### src/rtl/fp_mul_ctrl.sv
// fp_mul_ctrl: binary32 multiply controller in front of the booth mantissa multiplier.
// Unpacks/classifies two operands, resolves specials locally, otherwise issues one
// 24x24 mantissa multiply (BREQ/m1/m2), captures the 48-bit product on BACK, then
// normalises, rounds to nearest-even (flush-to-zero) and packs the result.
// Ports:
//   CLK, RSTK          clock (rising edge), asynchronous active-low reset
//   in_valid/in_ready  operand handshake; in_ready is high only while idle
//   opa, opb           binary32 operands
//   out_valid          one-cycle pulse, result/flags valid (held until next result)
//   result, flags      product and {timeout, invalid, overflow, underflow, inexact}
//   BREQ, m1, m2       booth start pulse and mantissas with hidden bit
//   BACK, res          booth done pulse and 48-bit product (valid in the BACK cycle)
module fp_mul_ctrl #(
  parameter int unsigned TIMEOUT = 64,
  parameter logic [31:0] QNAN    = 32'h7FC0_0000
) (
  input  logic        CLK,
  input  logic        RSTK,
  input  logic        in_valid,
  output logic        in_ready,
  input  logic [31:0] opa,
  input  logic [31:0] opb,
  output logic        out_valid,
  output logic [31:0] result,
  output logic [4:0]  flags,
  output logic        BREQ,
  output logic [23:0] m1,
  output logic [23:0] m2,
  input  logic        BACK,
  input  logic [47:0] res
);

  localparam int unsigned CW = (TIMEOUT > 1) ? $clog2(TIMEOUT) : 1;
  localparam int unsigned EW = 10;
  localparam int unsigned MW = 24;
  localparam int unsigned PW = 48;

  typedef enum logic [2:0] {
    S_IDLE, S_UNPACK, S_MUL_REQ, S_MUL_WAIT, S_NORM, S_ROUND, S_DONE
  } state_t;

  state_t                state, state_n;
  logic [31:0]           op_a, op_a_n, op_b, op_b_n;
  logic                  sign, sign_n;
  logic signed [EW-1:0]  e, e_n;
  logic [PW-1:0]         prod, prod_n;
  logic [22:0]           mant, mant_n;
  logic                  guard, guard_n, sticky, sticky_n;
  logic [CW-1:0]         cnt, cnt_n;
  logic [31:0]           pend_result, pend_result_n;
  logic [4:0]            pend_flags, pend_flags_n;
  logic [31:0]           result_n;
  logic [4:0]            flags_n;
  logic                  out_valid_n, in_ready_n, breq_n;
  logic [MW-1:0]         m1_n, m2_n;

  // Operand classification (denormals count as zero)
  logic [7:0] ea, eb;
  logic       a_zero, b_zero, a_inf, b_inf, a_nan, b_nan;
  assign ea     = op_a[30:23];
  assign eb     = op_b[30:23];
  assign a_zero = (ea == 8'd0);
  assign b_zero = (eb == 8'd0);
  assign a_inf  = (ea == 8'hFF) && (op_a[22:0] == 23'd0);
  assign b_inf  = (eb == 8'hFF) && (op_b[22:0] == 23'd0);
  assign a_nan  = (ea == 8'hFF) && (op_a[22:0] != 23'd0);
  assign b_nan  = (eb == 8'hFF) && (op_b[22:0] != 23'd0);

  // Rounding datapath
  logic                 inc;
  logic [MW-1:0]        mant_sum;
  logic signed [EW-1:0] e_r;
  logic                 inexact;

  // Next-state and next-output logic
  always_comb begin
    state_n       = state;
    op_a_n        = op_a;
    op_b_n        = op_b;
    sign_n        = sign;
    e_n           = e;
    prod_n        = prod;
    mant_n        = mant;
    guard_n       = guard;
    sticky_n      = sticky;
    cnt_n         = cnt;
    pend_result_n = pend_result;
    pend_flags_n  = pend_flags;
    result_n      = result;
    flags_n       = flags;
    out_valid_n   = 1'b0;
    breq_n        = 1'b0;
    m1_n          = m1;
    m2_n          = m2;
    inc           = guard & (sticky | mant[0]);
    mant_sum      = {1'b0, mant} + MW'(inc);
    e_r           = e + (mant_sum[23] ? EW'(1) : EW'(0));
    inexact       = guard | sticky;

    unique case (state)
      S_IDLE: begin
        if (in_valid && in_ready) begin
          op_a_n  = opa;
          op_b_n  = opb;
          state_n = S_UNPACK;
        end
      end
      S_UNPACK: begin
        sign_n = op_a[31] ^ op_b[31];
        if (a_nan || b_nan || (a_inf && b_zero) || (a_zero && b_inf)) begin
          pend_result_n = QNAN;
          pend_flags_n  = 5'b01000;
          state_n       = S_DONE;
        end else if (a_inf || b_inf) begin
          pend_result_n = {op_a[31] ^ op_b[31], 8'hFF, 23'd0};
          pend_flags_n  = 5'b00000;
          state_n       = S_DONE;
        end else if (a_zero || b_zero) begin
          pend_result_n = {op_a[31] ^ op_b[31], 31'd0};
          pend_flags_n  = 5'b00000;
          state_n       = S_DONE;
        end else begin
          m1_n    = {1'b1, op_a[22:0]};
          m2_n    = {1'b1, op_b[22:0]};
          e_n     = $signed({2'b00, ea}) + $signed({2'b00, eb}) - EW'(127);
          breq_n  = 1'b1;
          cnt_n   = '0;
          state_n = S_MUL_REQ;
        end
      end
      S_MUL_REQ: begin
        cnt_n   = '0;
        state_n = S_MUL_WAIT;
      end
      S_MUL_WAIT: begin
        // A BACK coinciding with the last wait cycle still wins
        if (BACK) begin
          prod_n  = res;
          state_n = S_NORM;
        end else if (cnt == CW'(TIMEOUT - 1)) begin
          pend_result_n = QNAN;
          pend_flags_n  = 5'b10000;
          state_n       = S_DONE;
        end else begin
          cnt_n = cnt + CW'(1);
        end
      end
      S_NORM: begin
        if (prod[47]) begin
          mant_n   = prod[46:24];
          guard_n  = prod[23];
          sticky_n = |prod[22:0];
          e_n      = e + EW'(1);
        end else begin
          mant_n   = prod[45:23];
          guard_n  = prod[22];
          sticky_n = |prod[21:0];
        end
        state_n = S_ROUND;
      end
      S_ROUND: begin
        if (e_r >= EW'(255)) begin
          pend_result_n = {sign, 8'hFF, 23'd0};
          pend_flags_n  = 5'b00101;
        end else if (e_r <= EW'(0)) begin
          pend_result_n = {sign, 31'd0};
          pend_flags_n  = 5'b00011;
        end else begin
          pend_result_n = {sign, e_r[7:0], mant_sum[22:0]};
          pend_flags_n  = {4'b0000, inexact};
        end
        state_n = S_DONE;
      end
      S_DONE: begin
        result_n    = pend_result;
        flags_n     = pend_flags;
        out_valid_n = 1'b1;
        state_n     = S_IDLE;
      end
      default: state_n = S_IDLE;
    endcase

    in_ready_n = (state_n == S_IDLE);
  end

  // State and output registers
  always_ff @(posedge CLK or negedge RSTK) begin
    if (!RSTK) begin
      state       <= S_IDLE;
      op_a        <= '0;
      op_b        <= '0;
      sign        <= 1'b0;
      e           <= '0;
      prod        <= '0;
      mant        <= '0;
      guard       <= 1'b0;
      sticky      <= 1'b0;
      cnt         <= '0;
      pend_result <= '0;
      pend_flags  <= '0;
      result      <= '0;
      flags       <= '0;
      out_valid   <= 1'b0;
      in_ready    <= 1'b1;
      BREQ        <= 1'b0;
      m1          <= '0;
      m2          <= '0;
    end else begin
      state       <= state_n;
      op_a        <= op_a_n;
      op_b        <= op_b_n;
      sign        <= sign_n;
      e           <= e_n;
      prod        <= prod_n;
      mant        <= mant_n;
      guard       <= guard_n;
      sticky      <= sticky_n;
      cnt         <= cnt_n;
      pend_result <= pend_result_n;
      pend_flags  <= pend_flags_n;
      result      <= result_n;
      flags       <= flags_n;
      out_valid   <= out_valid_n;
      in_ready    <= in_ready_n;
      BREQ        <= breq_n;
      m1          <= m1_n;
      m2          <= m2_n;
    end
  end

endmodule

### config.mk
export PLATFORM = sky130hd
export DESIGN_NAME = fp_mul_ctrl
export DESIGN_NICKNAME = d
export VERILOG_FILES = /design/src/rtl/fp_mul_ctrl.sv
export SDC_FILE = /design/constraint.sdc
export NUM_CORES = 1
export LEC_CHECK = 0
export CORE_MARGIN = 2
export CORE_UTILIZATION = 54
export CTS_CLUSTER_DIAMETER = 50
export DETAILED_ROUTE_END_ITERATION = 6
export GPL_ROUTABILITY_DRIVEN = 0
export GPL_TIMING_DRIVEN = 0
export PLACE_DENSITY_LB_ADDON = 0.1
export REMOVE_ABC_BUFFERS = 1
export SYNTH_ARGS = -nofsm -noshare
export SYNTH_HDL_FRONTEND = slang
export SYNTH_SLANG_ARGS = --single-unit
### constraint.sdc
create_clock -name CLK -period 3.9 [get_ports CLK]
set_input_delay 0.585 -clock CLK [delete_from_list [all_inputs] [get_ports CLK]]
set_output_delay 0.585 -clock CLK [all_outputs]
set_load 0.03 [all_outputs]
# == Word-level counts from Yosys, hierarchy flattened ==
# Index checks and enable logic that the tools add are counted.
# word_totals
out_inout_bits,88
regBits,282
inputBits,116
# op_classes
n_eq_ne,17
n_mux,43
magnitude_cmp,2
reduce_logical,31
bitwise_logic,7
addsub,6
# ops
op,n
$mux 32,5
$pmux 32 s3,1
$mux 31,2
$logic_not 23->1,2
$reduce_bool 23->1,2
$mux 10,4
$mux 6,5
$mux 5,5
$add 23x1->24,1
$mux 23,1
$reduce_or 23->1,1
$reduce_or 22->1,1
$mux 3,7
$pmux 10 s2,1
$pmux 3 s6,1
$pmux 6 s3,1
$eq 8x8->1 const B,2
$logic_not 8->1,2
$pmux 5 s3,1
$ne 2x2->1 const B,7
$add 10x2->10,1
$add 10x2->10 const B,1
$ge 10x9->1 const B,1
$le 10x1->1 const B,1
23 further kinds,50

# == Logic depth before layout (Yosys ltp) ==
# Gate-level depths: netlist of run 1.
# depth
ltp_word,9
depth_mapped,15

# == Least setup slack after synthesis of run 1 ==
# OpenSTA, ideal clock, no wires.
# synth_path
path_type,flip-flop to flip-flop
startpoint,register sticky
endpoint,register pend_result[10]
n_path_buf,2
path_slack_ps,662
t_arrival_ps,3115
path_stages_with_launch,16
path_cell_list,dfrtp_1 -> o21a_1 -> ha_1 -> and4_1 -> clkbuf_1 -> nand3_1 -> nor2_1 -> ha_1 -> ha_1 -> nand3_1 -> or3_1 -> a2111oi_2 -> a21oi_1 -> nand3_1 -> buf_2 -> o2bb2ai_1
# synth_via
elab_chain_len,9
elab_cells_between_ends,10
# synth_rtl
element,line_no,text
start: declaration,48,"logic guard, guard_n, sticky, sticky_n;"
start signal: assignment,217,sticky <= sticky_n;
$or 1x1->1 *,95,inc = guard & (sticky | mant[0]);
$and 1x1->1 *,95,
$add 23x1->24 *,96,"mant_sum = {1'b0, mant} + MW'(inc);"
$mux 1,97,e_r = e + (mant_sum[23] ? EW'(1) : EW'(0));
$add 10x2->10,97,
$le 10x1->1,165,end else if (e_r <= EW'(0)) begin
$mux 31,165,
$mux 31 *,162,if (e_r >= EW'(255)) begin
$pmux 32 s3 *,100,unique case (state)
end signal: assignment,219,pend_result <= pend_result_n;
end: declaration,50,"logic [31:0] pend_result, pend_result_n;"
# Mark *: on every way between the ends. The rest lies on a longest branch, timed or not.
# A chain may end at the register's enable or synchronous reset.

# == Final worst setup path of run 1 ==
# layout_path
startpoint,register sticky
endpoint,register pend_result[2]
# Same word-level chain as after synthesis.

==> results.md, run 1 <==
* Status: finished, final reports clean
* Pleak at 7.02 nW
* CTS Buffer Depth at 3
* DP Area at 0.0148 mm^2
* Largest cells by area after synthesis: dfrtp_1 56%, mux2_2 13%, nand2_1 6.2%
* Warnings, synthesis at 0
* Hold Path Class: primary input to async pin
* Crit end category: flip-flop
* Die Width at 156 um
* Gr ovfl total at 0
* Worst setup SP type: flip-flop
* CP required at 4.27 ns
* Die height at 156 um
* Starting density of the core at 0.551
* Hold Fails Final Rpt at 0
* Number of flops mapped to enable cells by yosys at 0
* Antenna violations before repair at 0
* # clock sinks at 281
* PnR Total Power at 13.9 mW
* Setup Viol. Count Final at 0
* All-Layer GR Usage at 0.233
* Clock tree root buffer cell: clkbuf_16
* Max-slew violation count at 0
* Wire per inst at 17.4 um
* First-pass GRT wire length at 45600 um
* Via Count at 8823
* Final ANT Viol Nets at 0
* DIE AREA at 0.0243 mm^2
* Core Region at 0.0226 mm^2
* Ys async rst share at 1.00
* Crit Path Category: flip-flop to flip-flop
* Final Cycle Share at 0.921
* Pwr dens at 873 mW/mm^2
* Worst rel slew slack at 0.244
* Number of diodes at 0
* CP arrival at 3.96 ns
* Port buffer count at 203
* Prevailing post-synth register cell: dfrtp_1
* Minimum clock period at 3.59 ns
* CTS buffer count at 34
* Placement Rows at 55
* TritonCTS clock tree: done
* DR pass1 iterations at 5
* Via density at 5.55
* Fmax at 0.278 GHz
* Mapped Cells at 1093
* Syn Std Cell Area at 0.0125 mm^2
* Top post-synthesis cells by count: 280 x dfrtp_1, 205 x nand2_1, 146 x mux2_2
* CTS clk-pin slew, worst paths at 0.06 ns
* Most frequent cell after synthesis: dfrtp_1
* IO Pins at 204
* Max_cap viols at 0
* Yosys cell types at 57
* DR iter-0 viols at 421
* Register area share after synthesis at 0.564
* Crit-path max FO at 22
* Dominant cell type by area after synthesis: dfrtp_1
* Largest net degree at the start of global routing at 109
* Synth Area per Inst at 11.4 um^2
* Final #Nets at 1421
* Worst-skew pair later-pin latency at 0.50 ns
* RSZ-0062 raised after global routing: no
* Share of post-route cells with drive strength above 1 at 0.175
* Vias in the first global route at 9046
* HPWL after detailed placement at 18800 um
* Total routed wirelength at 27700 um
* Post-route cell area at 0.0159 mm^2
* Area growth, synth to finish at 27.9%
* Synth Register Bits at 281
* Worst ir drop on vdd at 539 uV
* Top-area cell type share of the netlist area at 0.562
* Worst-Margin Slew at 1.12 ns
* Clk_skew at 0.0111 ns
* Residual DRC count at 0
* H-tree depth at 2
path summary, 6_finish.rpt:
| check | depth (start not counted) | startpoint | slack (ns) | to |
|---|---|---|---|---|
| worst max-delay path | 13 | sticky$_DFFE_PN0P_ | 0.31 | pend_result[2]$_DFFE_PN0P_ |
| worst min-delay path | 1 | RSTK | 0.03 | prod[19]$_DFFE_PN0P_ |
| worst max register to register | 13 | sticky$_DFFE_PN0P_ | 0.31 | pend_result[2]$_DFFE_PN0P_ |
| worst min register to register | 2 | m1[0]$_DFFE_PN0P_ | 0.47 | m1[0]$_DFFE_PN0P_ |
| max in group asynchronous | 2 | RSTK | 2.93 | op_a[24]$_DFFE_PN0P_ |
| min in group CLK | 2 | m1[0]$_DFFE_PN0P_ | 0.47 | m1[0]$_DFFE_PN0P_ |
metal layers:
metal | global-route usage | share of wire
met1 | 0.302 | 0.43
met2 | 0.378 | 0.47
met3 | 0.0778 | 0.080
met4 | 0.0651 | 0.022
met5 | 0 | 0
cells by family (layout without fill, tap and decap cells):
kind of cell / after synthesis / after routing / synth area share
adders and majority gates: 22 / 22 / 0.0227
xor gates and xnor gates: 35 / 35 / 0.0246
buffers and inverters: 77 / 288 / 0.0246
DFF: 281 / 281 / 0.564
and+or+nand+nor: 359 / 359 / 0.129
AOI/OAI and AO/OA: 148 / 148 / 0.0827
muxes: 171 / 171 / 0.152
critical path: stages, from the launching register on:
cell and delay, ns:
dfrtp_1 0.37, o21a_1 0.13, ha_1 0.23, and4_4 0.33, nand3_1 0.11, nor2_2 0.17
ha_1 0.23, ha_1 0.26, nand3_2 0.18, or3_1 0.41, a2111oi_4 0.40, a21oi_1 0.20
nand3_4 0.28, o2bb2ai_1 0.15
what timing repair did:
action | CTS | global route
resized for setup | 3 | 5
hold buffers | 0 | 0
endpoints found under the setup margin | 28 | 31
setup buffers | 0 | 0
pin swaps | 0 | 2
metrics by stage:
stage | cells | TNS [ns] | hold slack [ns] | utilization | setup WS [ns]
3_5_place_dp | 1532 | -9.83 | 0.461 | 0.655 | -0.489
6_report | 1589 | 0 | 0.0305 | 0.704 | 0.308
5_1_grt | 1589 | 0 | 0.0725 | 0.704 | 0.0461
2_1_floorplan | 1036 | -15.46 | 0.289 | - | -0.251
4_1_cts | 1589 | 0 | 0.0574 | 0.703 | 0.0139
3_3_place_gp | 1524 | -2982.36 | 0.455 | 0.646 | -9.96
registers in the layout, indices dropped and copies added (netlist names), 10 cells and up:
name	flops
e	10
m1	24
m2	23
mant	23
op_a	32
op_b	32
pend_result	32
prod	48
result	32
cell usage in the layout (no fill, tap or decap), types with 6 or more instances in the layout:
cell             Yosys  routed
xnor2_1             16      16
clkbuf_8             0       6
nor3_1              13      13
inv_1               20      19
o2bb2ai_1           24      24
clkbuf_16            0      35
mux2_2             146     146
ha_1                21      21
xor2_1              19      19
dfrtp_1            280     279
o21ai_0             47      47
a31oi_1              8       8
nand3_1             20      18
clkbuf_1            38       6
nand4_1             19      19
nand2_1            205     202
mux2i_1             25      25
nor4_1              21      21
and3_1              10      10
a21oi_1             12      12
nor2_1              44      41
clkdlybuf4s50_1      0     202
o31ai_1             11      11
o221a_2              6       6
layout make-up:
type | instances | area [um^2]
Timing Repair Buffer | 211 | 2220
Fill cell | 1696 | 6700
Clock buffer | 47 | 981
Inverter | 20 | 75.1
Clock inverter | 10 | 93.8
Tap cell | 285 | 357
Multi-Input combinational cell | 735 | 5180
Sequential cell | 281 | 7030
power breakdown:
part | internal [mW] | switching [mW]
Sequential | 4.29 | 1.17
Clock | 1.82 | 1.18
Combinational | 2.63 | 2.81
No activity file was read; power rests on OpenSTA's default activity.
==> inputs of run 2 (changes only) <==
Settings changed: CAP_MARGIN from default to 20.
==> run 2 against run 1 <==
- sequential power down 1%
- wire length up 0.96%
- critical endpoint is now pend_result[16]$_DFFE_PN0P_
- final cell count up 0.38%
- clock power up 3%
- critical path depth unchanged
- largest cell class unchanged
==> results.md, run 2 (synthesized netlist as in run 1, its figures left out) <==
* Worst rel slew slack at 0.269
* Hold Path Class: primary input to async pin
* CTS clk-pin slew, worst paths at 0.05 ns
* Most frequent cells in the layout: 280 x dfrtp_1, 202 x nand2_1, 202 x clkdlybuf4s50_1
* DIE AREA at 0.0243 mm^2
* Worst-Margin Slew at 1.09 ns
* CP bufs+invs at 0
* Share of post-route cells with drive strength above 1 at 0.176
* Port buffer count at 203
* Final Cycle Share at 0.922
* Die Width at 156 um
* Clock tree root buffer cell: clkbuf_16
* Internal reg-to-reg setup slack at 0.31 ns
* CP required at 4.26 ns
* Antenna violations before repair at 0
* IO Pins at 204
* Worst ir drop on vdd at 533 uV
* Crit-path max FO at 22
* CP arrival at 3.96 ns
* # clock sinks at 281
* Via Count at 8889
* Core Region at 0.0226 mm^2
* Pleak at 7.08 nW
* Final ANT Viol Nets at 0
* Total negative setup slack at 0 ns
* RSZ-0062 raised after global routing: no
* Via density at 5.57
* Max_cap viols at 0
* Crit Path Category: flip-flop to flip-flop
* Most common cell after layout, fill and taps aside: dfrtp_1
* Residual DRC count at 0
* Gr ovfl total at 0
* Crit end category: flip-flop
* Setup Viol. Count Final at 0
* DR pass1 iterations at 5
* HPWL after detailed placement at 18900 um
* DR iter-0 viols at 459
* Starting density of the core at 0.551
* Area growth, synth to finish at 28.9%
* CP delay by family, top: simple AND/OR/NAND/NOR gates
* CTS buffer count at 35
* H-tree depth at 2
* Minimum clock period at 3.59 ns
* Pwr dens at 877 mW/mm^2
* Total routed wirelength at 27900 um
* Number of diodes at 0
* Fmax at 0.278 GHz
* First-pass GRT wire length at 45900 um
* Largest net degree at the start of global routing at 109
* Number of flip-flops in the largest register at 48
* Vias in the first global route at 9118
* Critical path's largest stage delay at 0.41 ns
* Worst-skew pair later-pin latency at 0.50 ns
* TritonCTS clock tree: done
* Wire per inst at 17.5 um
* Max-slew violation count at 0
* Placement Rows at 55
* CTS Buffer Depth at 3
* CP max-delay cell: or3_1
* Finished Core Util at 0.710
* Pre-CTS WS at -0.453 ns
* Status: finished, final reports clean
* Hold Fails Final Rpt at 0
* Clk_skew at 0.0114 ns
* Largest Register: prod
* Worst r2r src: sticky$_DFFE_PN0P_
* Fin worst setup slack at 0.306 ns
* Final #Nets at 1425
* All-Layer GR Usage at 0.234
* CP Cell Sequence: o21a_1, ha_1, and4_4, nand3_1, nor2_2, ha_1, ha_1, nand3_2, or3_1, a2111oi_4, a21oi_1, nand3_4, o2bb2ai_1
* Worst setup SP type: flip-flop
* Die height at 156 um
* Crit path from: sticky$_DFFE_PN0P_
* Most common cell type on the critical path: ha_1
==> run 2: cell count changes in the layout (fill, tap and decap cells not counted), moves of 2 or more <==
cell and delta:
buf_16 +2, clkbuf_1 +2, clkbuf_16 +2, inv_6 -2
==> run 2: worst reg2reg max path: stages, from the launching register on <==
cell       delay (ns)
dfrtp_1          0.37
o21a_1           0.13
ha_1             0.24
and4_4           0.33
nand3_1          0.11
nor2_2           0.18
ha_1             0.24
ha_1             0.26
nand3_2          0.18
or3_1            0.41
a2111oi_4        0.40
a21oi_1          0.19
nand3_4          0.29
o2bb2ai_1        0.14
==> run 2: cell type report <==
| cell class | count | area, um^2 |
|---|---|---|
| flip-flops and latches | 281 | 7030 |
| fillers | 1682 | 6580 |
| multi-input cells | 735 | 5180 |
| repair buffers | 214 | 2290 |
| clock buffers | 51 | 1040 |
| well taps | 285 | 357 |
| clock inverters | 9 | 88.8 |
| inverters | 20 | 75.1 |
==> run 2: report_power, final <==
part	switching, mW	total, mW	leakage (nW)	internal [mW]
Clock	1.19	3.11	0.549	1.92
Sequential	1.12	5.41	3.46	4.29
Combinational	2.88	5.56	3.07	2.68
Total	5.19	14.1	7.08	8.89
==> run 2: final timing paths <==
check | depth (start not counted) | to
worst max register to register | 13 | pend_result[16]$_DFFE_PN0P_
min in group CLK | 2 | m1[0]$_DFFE_PN0P_
worst min-delay path | 1 | prod[19]$_DFFE_PN0P_
worst max-delay path | 13 | pend_result[16]$_DFFE_PN0P_
max in group asynchronous | 2 | op_b[12]$_DFFE_PN0P_
worst min register to register | 2 | m1[0]$_DFFE_PN0P_
==> run 2: metal layers <==
| layer | global-route usage | up-vias | wire length [um] |
|---|---|---|---|
| met5 | 0 | - | 0 |
| met4 | 0.0668 | 0 | 674 |
| met3 | 0.0744 | 48 | 2220 |
| met2 | 0.384 | 235 | 13100 |
| met1 | 0.301 | 4351 | 12000 |
| li1 | - | 4255 | - |
==> run 2: what timing repair did <==
item                                    in CTS  in global routing
endpoints found under the setup margin      28                 31
hold buffers                                 0                  0
gates resized for setup                      3                  5
buffers inserted                             0                  0
endpoints found under the hold margin        0                  0
pin swaps                                    0                  2
==> run 2: per-stage QoR <==
stage / power (mW) / hold WS [ns] / area (um^2) / std cells
3_3_place_gp: 10.7 / 0.455 / 14600 / 1524
5_1_grt: 15.0 / 0.0819 / 16100 / 1595
2_1_floorplan: 8.90 / 0.289 / 12200 / 1036
3_5_place_dp: 11.0 / 0.461 / 14900 / 1534
4_1_cts: 14.2 / 0.0588 / 16000 / 1594
6_report: 14.1 / 0.0422 / 16100 / 1595
